**src/rtl/rc_two_way_splitter.sv**
```systemverilog
`default_nettype none
// ============================================================================
// Module      : rc_two_way_splitter
// Description : Two first-order RC low-pass branches fed from one source,
//               sharing a single time-multiplexed signed multiplier.
// Revision    : 1.0 - initial release
// ============================================================================
module rc_two_way_splitter #(
    parameter longint R0          = 10000,
    parameter longint R1          = 10000,
    parameter longint C0_PF       = 2000,
    parameter longint C1_PF       = 6000,
    parameter longint SAMPLE_RATE = 50000
) (
    input  logic               clk,
    input  logic               I_RST,
    input  logic               audio_clk_en,
    input  logic signed [15:0] in,
    output logic signed [15:0] out0,
    output logic signed [15:0] out1,
    output logic               out_valid,
    output logic               busy,
    output logic               overrun
);

    function automatic longint calc_alpha(input longint r, input longint c, input longint sr);
        longint a;
        if (c == 0) begin
            a = 65536;
        end else begin
            a = (64'sd65536 * 64'sd1000000000000) / (64'sd1000000000000 + r * c * sr);
            if (a < 1)     a = 1;
            if (a > 65536) a = 65536;
        end
        return a;
    endfunction

    localparam logic [16:0] c_alpha0 = 17'(calc_alpha(R0, C0_PF, SAMPLE_RATE));
    localparam logic [16:0] c_alpha1 = 17'(calc_alpha(R1, C1_PF, SAMPLE_RATE));

    localparam logic [2:0] c_IDLE = 3'd0;
    localparam logic [2:0] c_MUL0 = 3'd1;
    localparam logic [2:0] c_ACC0 = 3'd2;
    localparam logic [2:0] c_MUL1 = 3'd3;
    localparam logic [2:0] c_ACC1 = 3'd4;

    logic        [2:0]  r_state;
    logic        [2:0]  w_next;
    logic signed [15:0] r_x;
    logic signed [15:0] r_y0;
    logic signed [15:0] r_y1;
    logic signed [18:0] r_prod;

    logic        [16:0] w_alpha;
    logic signed [15:0] w_y;
    logic signed [16:0] w_diff;
    logic signed [34:0] w_mult;
    logic signed [19:0] w_sum;
    logic signed [15:0] w_sat;

    // Branch select drives the one shared multiplier and the accumulator.
    assign w_alpha = (r_state == c_MUL1) ? c_alpha1 : c_alpha0;
    assign w_y     = (r_state == c_MUL1 || r_state == c_ACC1) ? r_y1 : r_y0;
    assign w_diff  = {r_x[15], r_x} - {w_y[15], w_y};
    assign w_mult  = $signed({{18{1'b0}}, w_alpha}) * $signed({{18{w_diff[16]}}, w_diff});
    assign w_sum   = {{4{w_y[15]}}, w_y} + {r_prod[18], r_prod};

    always_comb begin
        w_sat = w_sum[15:0];
        if (w_sum > 20'sd32767)
            w_sat = 16'sh7fff;
        else if (w_sum < -20'sd32768)
            w_sat = 16'sh8000;
    end

    assign busy = (r_state != c_IDLE);

    always_ff @(posedge clk) begin
        if (I_RST)
            r_state <= c_IDLE;
        else
            r_state <= w_next;
    end

    always_comb begin
        w_next = r_state;
        case (r_state)
            c_IDLE:  if (audio_clk_en) w_next = c_MUL0;
            c_MUL0:  w_next = c_ACC0;
            c_ACC0:  w_next = c_MUL1;
            c_MUL1:  w_next = c_ACC1;
            c_ACC1:  w_next = c_IDLE;
            default: w_next = c_IDLE;
        endcase
    end

    always_ff @(posedge clk) begin
        if (I_RST) begin
            r_x       <= '0;
            r_y0      <= '0;
            r_y1      <= '0;
            r_prod    <= '0;
            out0      <= '0;
            out1      <= '0;
            out_valid <= 1'b0;
            overrun   <= 1'b0;
        end else begin
            out_valid <= 1'b0;
            if (audio_clk_en && r_state != c_IDLE)
                overrun <= 1'b1;
            case (r_state)
                c_IDLE: if (audio_clk_en) r_x <= in;
                // Only the floor-shifted product is ever consumed.
                c_MUL0, c_MUL1: r_prod <= 19'(w_mult >>> 16);
                c_ACC0: r_y0 <= w_sat;
                c_ACC1: begin
                    r_y1      <= w_sat;
                    out0      <= r_y0;
                    out1      <= w_sat;
                    out_valid <= 1'b1;
                end
                default: ;
            endcase
        end
    end

endmodule
`default_nettype wire

```
**config.mk**
```make
export PLATFORM = sky130hd
export DESIGN_NAME = rc_two_way_splitter
export DESIGN_NICKNAME = d
export VERILOG_FILES = /design/src/rtl/rc_two_way_splitter.sv
export SDC_FILE = /design/constraint.sdc
export NUM_CORES = 1
export LEC_CHECK = 0
export CORE_AREA = 2 2 154 119
export DETAILED_ROUTE_END_ITERATION = 8
export DIE_AREA = 0 0 156 121
export PLACE_DENSITY = 0.66
export SYNTH_ARGS = -nofsm -noshare
export SYNTH_HDL_FRONTEND = slang
export SYNTH_SLANG_ARGS = --single-unit
```
**constraint.sdc**
```tcl
create_clock -name clk -period 13.8 [get_ports clk]
set_input_delay 2.76 -clock clk [delete_from_list [all_inputs] [get_ports clk]]
set_output_delay 2.76 -clock clk [all_outputs]
set_load 0.03 [all_outputs]
```
Yosys cells after proc, flatten, opt, wreduce, memory -nomap -nowiden
Cells that the tools add are included.
{"block": "word_totals", "regBits": 87, "elab_cells": 31, "input_bits": 19, "output_inout_bits": 35}
{"block": "classes", "n_mul": 1, "order_cmp": 2, "mux": 7, "eq_ne": 5, "n_addsub": 2, "n_reduce_logical": 6}
{"cell": "two-way mux 16 bit", "n": 4}
{"cell": "multiplier 17 x 17 -> 34 bit", "n": 1}
{"cell": "greater-than comparator 20 x 16 -> 1 bit, second input constant", "n": 1}
{"cell": "< comparator 20 x 16 -> 1 bit, second input constant", "n": 1}
{"cell": "adder 16 x 18 -> 19 bit", "n": 1}
{"cell": "subtractor 16 x 16 -> 17 bit", "n": 1}
{"cell": "one-hot mux 3 bit (4 select lines)", "n": 1}
{"cell": "equality test 3 x 2 -> 1 bit, second input constant", "n": 2}
{"cell": "equality test 3 x 1 -> 1 bit, second input constant", "n": 1}
{"cell": "equality test 3 bit, second input constant", "n": 1}
{"cell": "zero test 3 bit", "n": 1}
{"cell": "two-way mux 3 bit", "n": 1}
{"cell": "nonzero test 3 bit", "n": 1}
{"cell": "!= test 2 bit, second input constant", "n": 1}
{"cell": "AND reduction 2 bit", "n": 1}
{"cell": "OR reduction 2 bit", "n": 1}
{"cell": "logical AND 1 bit", "n": 1}
{"cell": "logical OR 1 bit", "n": 1}
{"cell": "two-way mux 1 bit", "n": 1}

Logic depth before layout (Yosys ltp)
Gate-level depths: netlist (run 1).
{"block": "logic_depth", "depth_word": 7, "mapped_depth": 33, "mapped_depth_nobuf": 30}

Least setup slack after synthesis (run 1)
No wires, ideal clock.
{"block": "synth_timing", "path_type": "flip-flop to flip-flop", "startpoint": "register r_state[0]", "endpoint": "register r_prod[14]", "arrival_time_ns": 7.353, "path_buffers": 3, "path_stages_with_launch": 30, "setup_slack_ns": 6.319, "required_time_ns": 13.672, "synth_period_minus_slack_ns": 7.481, "setup_ns": 0.128, "path_cell_list": "dfxtp_1 > clkbuf_1 > nor2b_1 > clkbuf_1 > nand2_1 > nand2_1 > clkbuf_1 > mux2_2 > ha_1 > inv_1 > fa_1 > a211oi_1 > o21ai_1 > a21oi_1 > o31ai_1 > o21ai_1 > ha_1 > fa_1 > fa_1 > ha_1 > fa_1 > a21o_1 > a21o_1 > a21oi_1 > o21ai_0 > a211oi_1 > nor2_1 > xnor2_1 > o21ai_0 > nor2b_1"}
{"block": "synth_between", "elab_chain_len": 5, "elab_cells_between_ends": 9, "classes_between": "add/sub (1); mul (1); eq/ne (3); mux (2); reduce/logical (2)"}
{"item": "start, declared", "line": "47", "source": "logic [2:0] r_state;"}
{"item": "start signal, assigned", "line": "80", "source": "r_state <= c_IDLE;"}
{"item": "start signal, assigned", "line": "82", "source": "r_state <= w_next;"}
{"item": "equality test 3 x 2 -> 1 bit / equality test 3 bit (equally long branches)", "line": "62, 63, 111"}
{"item": "logical OR 1 bit", "line": "63", "source": "assign w_y = (r_state == c_MUL1 || r_state == c_ACC1) ? r_y1 : r_y0;"}
{"item": "two-way mux 16 bit", "line": "63"}
{"item": "subtractor 16 x 16 -> 17 bit", "line": "64", "source": "assign w_diff = {r_x[15], r_x} - {w_y[15], w_y};"}
{"item": "multiplier 17 x 17 -> 34 bit", "line": "65", "source": "assign w_mult = $signed({{18{1'b0}}, w_alpha}) * $signed({{18{w_diff[16]}}, w_diff});"}
{"item": "end signal, assigned", "line": "114", "source": "c_MUL0, c_MUL1: r_prod <= 19'(w_mult >>> 16);"}
{"item": "end, declared", "line": "52", "source": "logic signed [18:0] r_prod;"}
Parallel ways exist; a longest one is shown, timed or not.
A chain may end at the register's enable or synchronous reset.

Worst setup path in the final report (run 1)
Same ends and word-level chain as after synthesis.

==> flow_metrics.env, run 1 <==
export IMPL_ioPinCount=54
export IMPL_num_vias=5810
export IMPL_drt_vias_per_instance=5.37
export IMPL_crit_required_ns=13.99
export IMPL_grt_pass1_vias=5532
export IMPL_worst_slew_pin_transition_ns=1.10
export IMPL_synth_simple_area_share_pct=15.7
export IMPL_synth_top_family_by_area="adder cells"
export IMPL_synth_mux_area_share_pct=3.08
export IMPL_drt_initial_drc_count=404
export IMPL_syn_inst=809
export IMPL_final_min_clock_period_ns=8.12
export IMPL_synth_area_mm2=0.00682
export IMPL_reg2reg_depth=29
export IMPL_worstPathMaxFanout=18
export IMPL_setup_viol=0
export IMPL_nNetsFinal=1001
export IMPL_cts_resized=0
export IMPL_hpwlAfterDp_mm=12.7
export IMPL_grt_setup_unrepaired="no"
export IMPL_critPathMaxStageDelay_ns=0.75
export IMPL_synthFlopType="dfxtp_1"
export IMPL_wl_per_cell_um=15.1
export IMPL_synth_seq_cells=87
export IMPL_die_y_um=121
export IMPL_status="completed"
export IMPL_place_area_mm2=0.00757
export IMPL_port_buffers=53
export IMPL_track_usage_pct=17.9
export IMPL_area_growth_pct=15.6
export IMPL_postCtsSetupRepairBufs=0
export IMPL_synth_edf_count=0
export IMPL_routed_wl_mm=16.4
export IMPL_post_synth_num_cell_types=60
export IMPL_clk_pin_slew_ns=0.07
export IMPL_ant_nets=0
export IMPL_ys_warn_count=0
export IMPL_crit_path_start_kind="register"
export IMPL_cts_made_buffers=9
export IMPL_rrSetupSlack_ns=5.68
export IMPL_crit_slowest_cell="nand2_1"
export IMPL_cp_end_kind="register"
export IMPL_tritoncts="done"
export IMPL_crit_type="register to register"
export IMPL_whs_path_depth=2
export IMPL_tns_ns=0
export IMPL_grt_max_degree=70
export IMPL_layout_commonest_cell="nand2_1"
export IMPL_clkLatencyLatePin_ns=0.35
export IMPL_synth_adder_area_share_pct=24.8
export IMPL_die_area_mm2=0.0189
export IMPL_drc=0
export IMPL_chipWidth_um=156
export IMPL_stdcell_area_mm2=0.00788
export IMPL_cap_violations=0
export IMPL_drt_first_pass_iters=5
export IMPL_timing_final_crit_share_pct=58.8
export IMPL_avgSynthCellArea_um2=8.43
export IMPL_hold_buffers=0
export IMPL_fp_row_count=42
export IMPL_async_flop_share_pct=0
export IMPL_pre_cts_ws_ns=5.78
export IMPL_fmax_ghz=0.123
export IMPL_slew_headroom_pct=26.8
export IMPL_drive_gt1_share_pct=6.27
export IMPL_overflow=0
export IMPL_setup_ws_ns=5.68
export IMPL_antenna_diode_count=0
export IMPL_hold_viol=0
export IMPL_initial_core_util_pct=39.4
export IMPL_core_area_mm2=0.0173
export IMPL_synth_largest_area_cell="dfxtp_1"
export IMPL_root_buffer="clkbuf_16"
export IMPL_synthXorXnorAreaFrac_pct=5.50
export IMPL_synth_compound_area_share_pct=20.3
export IMPL_skew_ns=0.0188
export IMPL_ys_seq_area_share_pct=25.5
export IMPL_ys_top_cells_by_area="dfxtp_1 (26%), ha_1 (20%), nand2_1 (6.7%), a21oi_1 (6.1%), fa_1 (4.4%)"
export IMPL_antenna_found_initial=0
export IMPL_cts_sinks=87
export IMPL_final_cell_mix="nand2_1 (121), ha_1 (111), dfxtp_1 (87), a21oi_1 (83), inv_1 (55)"
export IMPL_synth_top_cell_area_share_pct=25.5
export IMPL_worstPathArrival_ns=8.31
export IMPL_cts_htree_levels=3
export IMPL_path_common_cell="ha_1"
export IMPL_cts_buffer_depth=2
export IMPL_hp_class="register to register"
export IMPL_gp_congestion=0.885
export IMPL_grt_pass1_wl_mm=27.2
export IMPL_maxSlewViolCount=0
area by class of cell:
class / count / area (um2)
Multi-Input combinational cell: 644 / 4780
Fill cell: 1703 / 9410
Timing Repair Buffer: 59 / 571
Inverter: 55 / 206
Tap cell: 220 / 275
Clock inverter: 7 / 86.3
Clock buffer: 9 / 225
Sequential cell: 87 / 1740
kinds of logic (layout without fill, tap and decap cells):
logic type      count (synthesis)  after routing
other cells                     2             11
xor+xnor                       42             42
flops                          87             87
buf+inv                        87            130
mux                            19             19
compound gates                210            210
fa+ha+maj                     126            126
simple gates                  236            236
worst max-delay path, delay by kind of cell, from the launching register on:
kind | cells | cell delay, ns
AOI/OAI and AO/OA | 9 | 2.11
xor gates and xnor gates | 2 | 0.34
adders and majority gates | 8 | 2.18
buffers and inverters | 2 | 0.33
DFF | 1 | 0.48
muxes | 1 | 0.45
and+or+nand+nor | 7 | 2.06
metal layers:
layer	vias up	GRT usage [%]	wire (um)
li1	2947	-	-
met1	2712	25.5	8280
met2	142	28.6	7140
met3	9	3.46	841
met4	0	3.04	110
met5	-	0	0
registers in the layout (all words and copies together) (netlist names):
signal	cells
r_x	16
r_prod	18
r_y1	16
r_y0	16
overrun	1
out_valid	1
r_state	3
out0	16
per-stage QoR:
stage / hold slack (ns) / utilization (%) / cells
6_report: 0.455 / 45.6 / 1081
5_1_grt: 0.478 / 45.6 / 1081
4_1_cts: 0.458 / 45.6 / 1081
3_5_place_dp: 0.449 / 43.8 / 1065
3_3_place_gp: 0.446 / 43.8 / 1065
2_1_floorplan: 0.436 / - / 818
final timing paths:
check | end | from
worst max register to register | r_prod[14] | r_state[0]
worst min register to register | out0[6] | out0[6]
worst max-delay path | r_prod[14] | r_state[0]
worst min-delay path | out0[6] | out0[6]
cell usage after synthesis, drive strengths merged (9+ instances only):
cell / count
nand2: 121
ha: 111
dfxtp: 87
a21oi: 83
inv: 55
nor2: 46
o21ai: 33
xnor2: 29
a221o: 24
clkbuf: 24
mux2: 16
fa: 15
xor2: 13
a211oi: 12
a21o: 12
and2: 12
nor3: 12
nand3: 11
nand2b: 9
Power of run 1 is left out: the tool's default activity adds up to more than one toggle a clock period on the data nets, which glitch-free logic cannot reach.
==> inputs of run 2 (changes only) <==
==> constraint.sdc (replaced) <==
create_clock -name clk -period 7.48 [get_ports clk]
set_input_delay 1.496 -clock clk [delete_from_list [all_inputs] [get_ports clk]]
set_output_delay 1.496 -clock clk [all_outputs]
set_load 0.03 [all_outputs]
==> run 2 against run 1 <==
  * Die area stayed put
  * Via count is 1.1% lower
  * Fmax is 19% higher
  * Clock skew is 0.0050 ns lower
  * Setup slack worse by 5.0 ns
  * Critical endpoint unchanged
  * Sequential share of layout area is 0.10 points lower
  * Register-to-register slack worse by 5.0 ns
  * First-iteration DRC count is 24% lower
  * Flip-flop and latch count stayed put
  * Cell count is 0.37% higher
==> flow_metrics.env, run 2 (synthesized netlist as in run 1, its figures left out) <==
export IMPL_worst_slew_pin_transition_ns=1.11
export IMPL_final_cell_mix="nand2_1 (120), ha_1 (111), dfxtp_1 (87), a21oi_1 (83), inv_1 (55)"
export IMPL_drc=0
export IMPL_hold_viol=0
export IMPL_grt_setup_unrepaired="no"
export IMPL_antenna_diode_count=0
export IMPL_num_vias=5747
export IMPL_setup_viol=0
export IMPL_grt_pass1_vias=5373
export IMPL_drive_gt1_share_pct=7.17
export IMPL_cts_htree_levels=3
export IMPL_p_comb_share_pct=75.8
export IMPL_regMostFlops="r_prod"
export IMPL_drt_first_pass_iters=5
export IMPL_maxSlewViolCount=0
export IMPL_routed_wl_mm=15.8
export IMPL_final_min_clock_period_ns=6.83
export IMPL_grt_max_degree=70
export IMPL_power_mw=4.16
export IMPL_switching_share_pct=46.9
export IMPL_critPathMaxStageDelay_ns=0.52
export IMPL_crit_slowest_cell="fa_1"
export IMPL_crit_buf_inv=3
export IMPL_path_delay_family="adder cells"
export IMPL_hp_class="register to register"
export IMPL_r2r_end="r_prod[14]"
export IMPL_crit_path_start_kind="register"
export IMPL_track_usage_pct=17.5
export IMPL_worstPathMaxFanout=9
export IMPL_p_switching_mw=1.95
export IMPL_crit_required_ns=7.69
export IMPL_layout_commonest_cell="nand2_1"
export IMPL_timing_final_crit_share_pct=91.2
export IMPL_wl_per_cell_um=14.6
export IMPL_hold_path_end="out0[10]"
export IMPL_largest_reg_flops=18
export IMPL_die_area_mm2=0.0189
export IMPL_skew_ns=0.0137
export IMPL_tns_ns=0
export IMPL_status="completed"
export IMPL_overflow=0
export IMPL_reg2reg_depth=28
export IMPL_chipWidth_um=156
export IMPL_power_leakage_nw=3.47
export IMPL_hpwlAfterDp_mm=12.4
export IMPL_holdCritStartpoint="out0[10]"
export IMPL_cp_end_kind="register"
export IMPL_crit_type="register to register"
export IMPL_rrSetupSlack_ns=0.65
export IMPL_initial_core_util_pct=39.4
export IMPL_cts_sinks=87
export IMPL_path_common_cell="ha_1"
export IMPL_intPower_mw=2.21
export IMPL_tritoncts="done"
export IMPL_p_clk_share_pct=11.0
export IMPL_fmax_ghz=0.147
export IMPL_ir_drop_v=0.000420
export IMPL_fin_util_pct=45.8
export IMPL_drt_initial_drc_count=308
export IMPL_die_y_um=121
export IMPL_r2r_start="r_state[0]"
export IMPL_fillers=1708
export IMPL_root_buffer="clkbuf_16"
export IMPL_port_buffers=53
export IMPL_ant_nets=0
export IMPL_whs_path_depth=2
export IMPL_clk_pin_slew_ns=0.07
export IMPL_nNetsFinal=1005
export IMPL_clkLatencyLatePin_ns=0.35
export IMPL_area_growth_pct=16.1
export IMPL_cts_buffer_depth=2
export IMPL_grt_pass1_wl_mm=26.7
export IMPL_drt_vias_per_instance=5.30
export IMPL_worstPathArrival_ns=7.03
export IMPL_antenna_found_initial=0
export IMPL_core_area_mm2=0.0173
export IMPL_power_density_mw_per_mm2=525
export IMPL_fp_row_count=42
export IMPL_p_seq_share_pct=13.3
export IMPL_cap_violations=0
export IMPL_slew_headroom_pct=25.7
export IMPL_ioPinCount=54
export IMPL_gp_congestion=0.837
export IMPL_cts_made_buffers=9
run 2: power groups by stage:
| stage | combinational, mW | sequential [mW] | clock (mW) |
|---|---|---|---|
| floorplan | 2.57 | 0.557 | 0 |
| global placement | 3.10 | 0.563 | 0 |
| detailed placement | 3.11 | 0.564 | 0 |
| CTS | 3.15 | 0.554 | 0.461 |
| global route | 3.73 | 0.559 | 0.479 |
| finish | 3.15 | 0.553 | 0.456 |
run 2: timing repair:
action / in CTS / in global routing
hold buffers: 0 / 0
setup endpoints to repair: 0 / 5
gates resized for setup: 0 / 3
setup buffers: 0 / 2
run 2: area by class of cell:
| class | count | area (um2) | area share (%) |
|---|---|---|---|
| multi-input cells | 644 | 4790 | 60.5 |
| flip-flops and latches | 87 | 1740 | 22.0 |
| repair buffers | 63 | 613 | 7.74 |
| well taps | 220 | 275 | 3.48 |
| clock buffers | 9 | 225 | 2.84 |
| inverters | 55 | 206 | 2.61 |
| clock inverters | 7 | 63.8 | 0.806 |
run 2: worst max-delay path by stage:
stage	cells after the start	endpoint	slack, ns	from
finish	28	r_prod[14]	0.65	r_state[0]
global route	28	r_prod[14]	0.04	r_state[0]
CTS	29	r_prod[15]	0.34	r_state[0]
detailed placement	28	r_prod[14]	0.36	r_state[0]
global placement	28	r_prod[14]	0.47	r_state[0]
floorplan	29	r_prod[14]	0.35	r_state[0]
run 2: layer usage:
layer,GRT usage (%),wire (um),up-vias
li1,-,-,2957
met1,26.2,8410,2651
met2,26.7,6560,121
met3,2.64,665,18
met4,3.78,182,0
met5,0,0,-
run 2: worst reg2reg max path, delay by kind of cell (launching register included):
kind | cells | cell delay, ns
AOI/OAI and AO/OA | 6 | 1.32
xor gates and xnor gates | 2 | 0.33
adders and majority gates | 8 | 2.45
buffers and inverters | 3 | 0.18
DFF | 1 | 0.46
muxes | 1 | 0.40
and+or+nand+nor | 8 | 1.54
run 2: metrics by stage:
stage               area (um2)  cells  hold WS [ns]  setup slack (ns)
global route              7920   1085         0.480            0.0362
global placement          7590   1067         0.445             0.471
CTS                       7880   1083         0.458             0.336
floorplan                 6860    818         0.436             0.345
detailed placement        7590   1067         0.448             0.363
finish                    7920   1085         0.456             0.655
(Power assumes the default switching activity.)
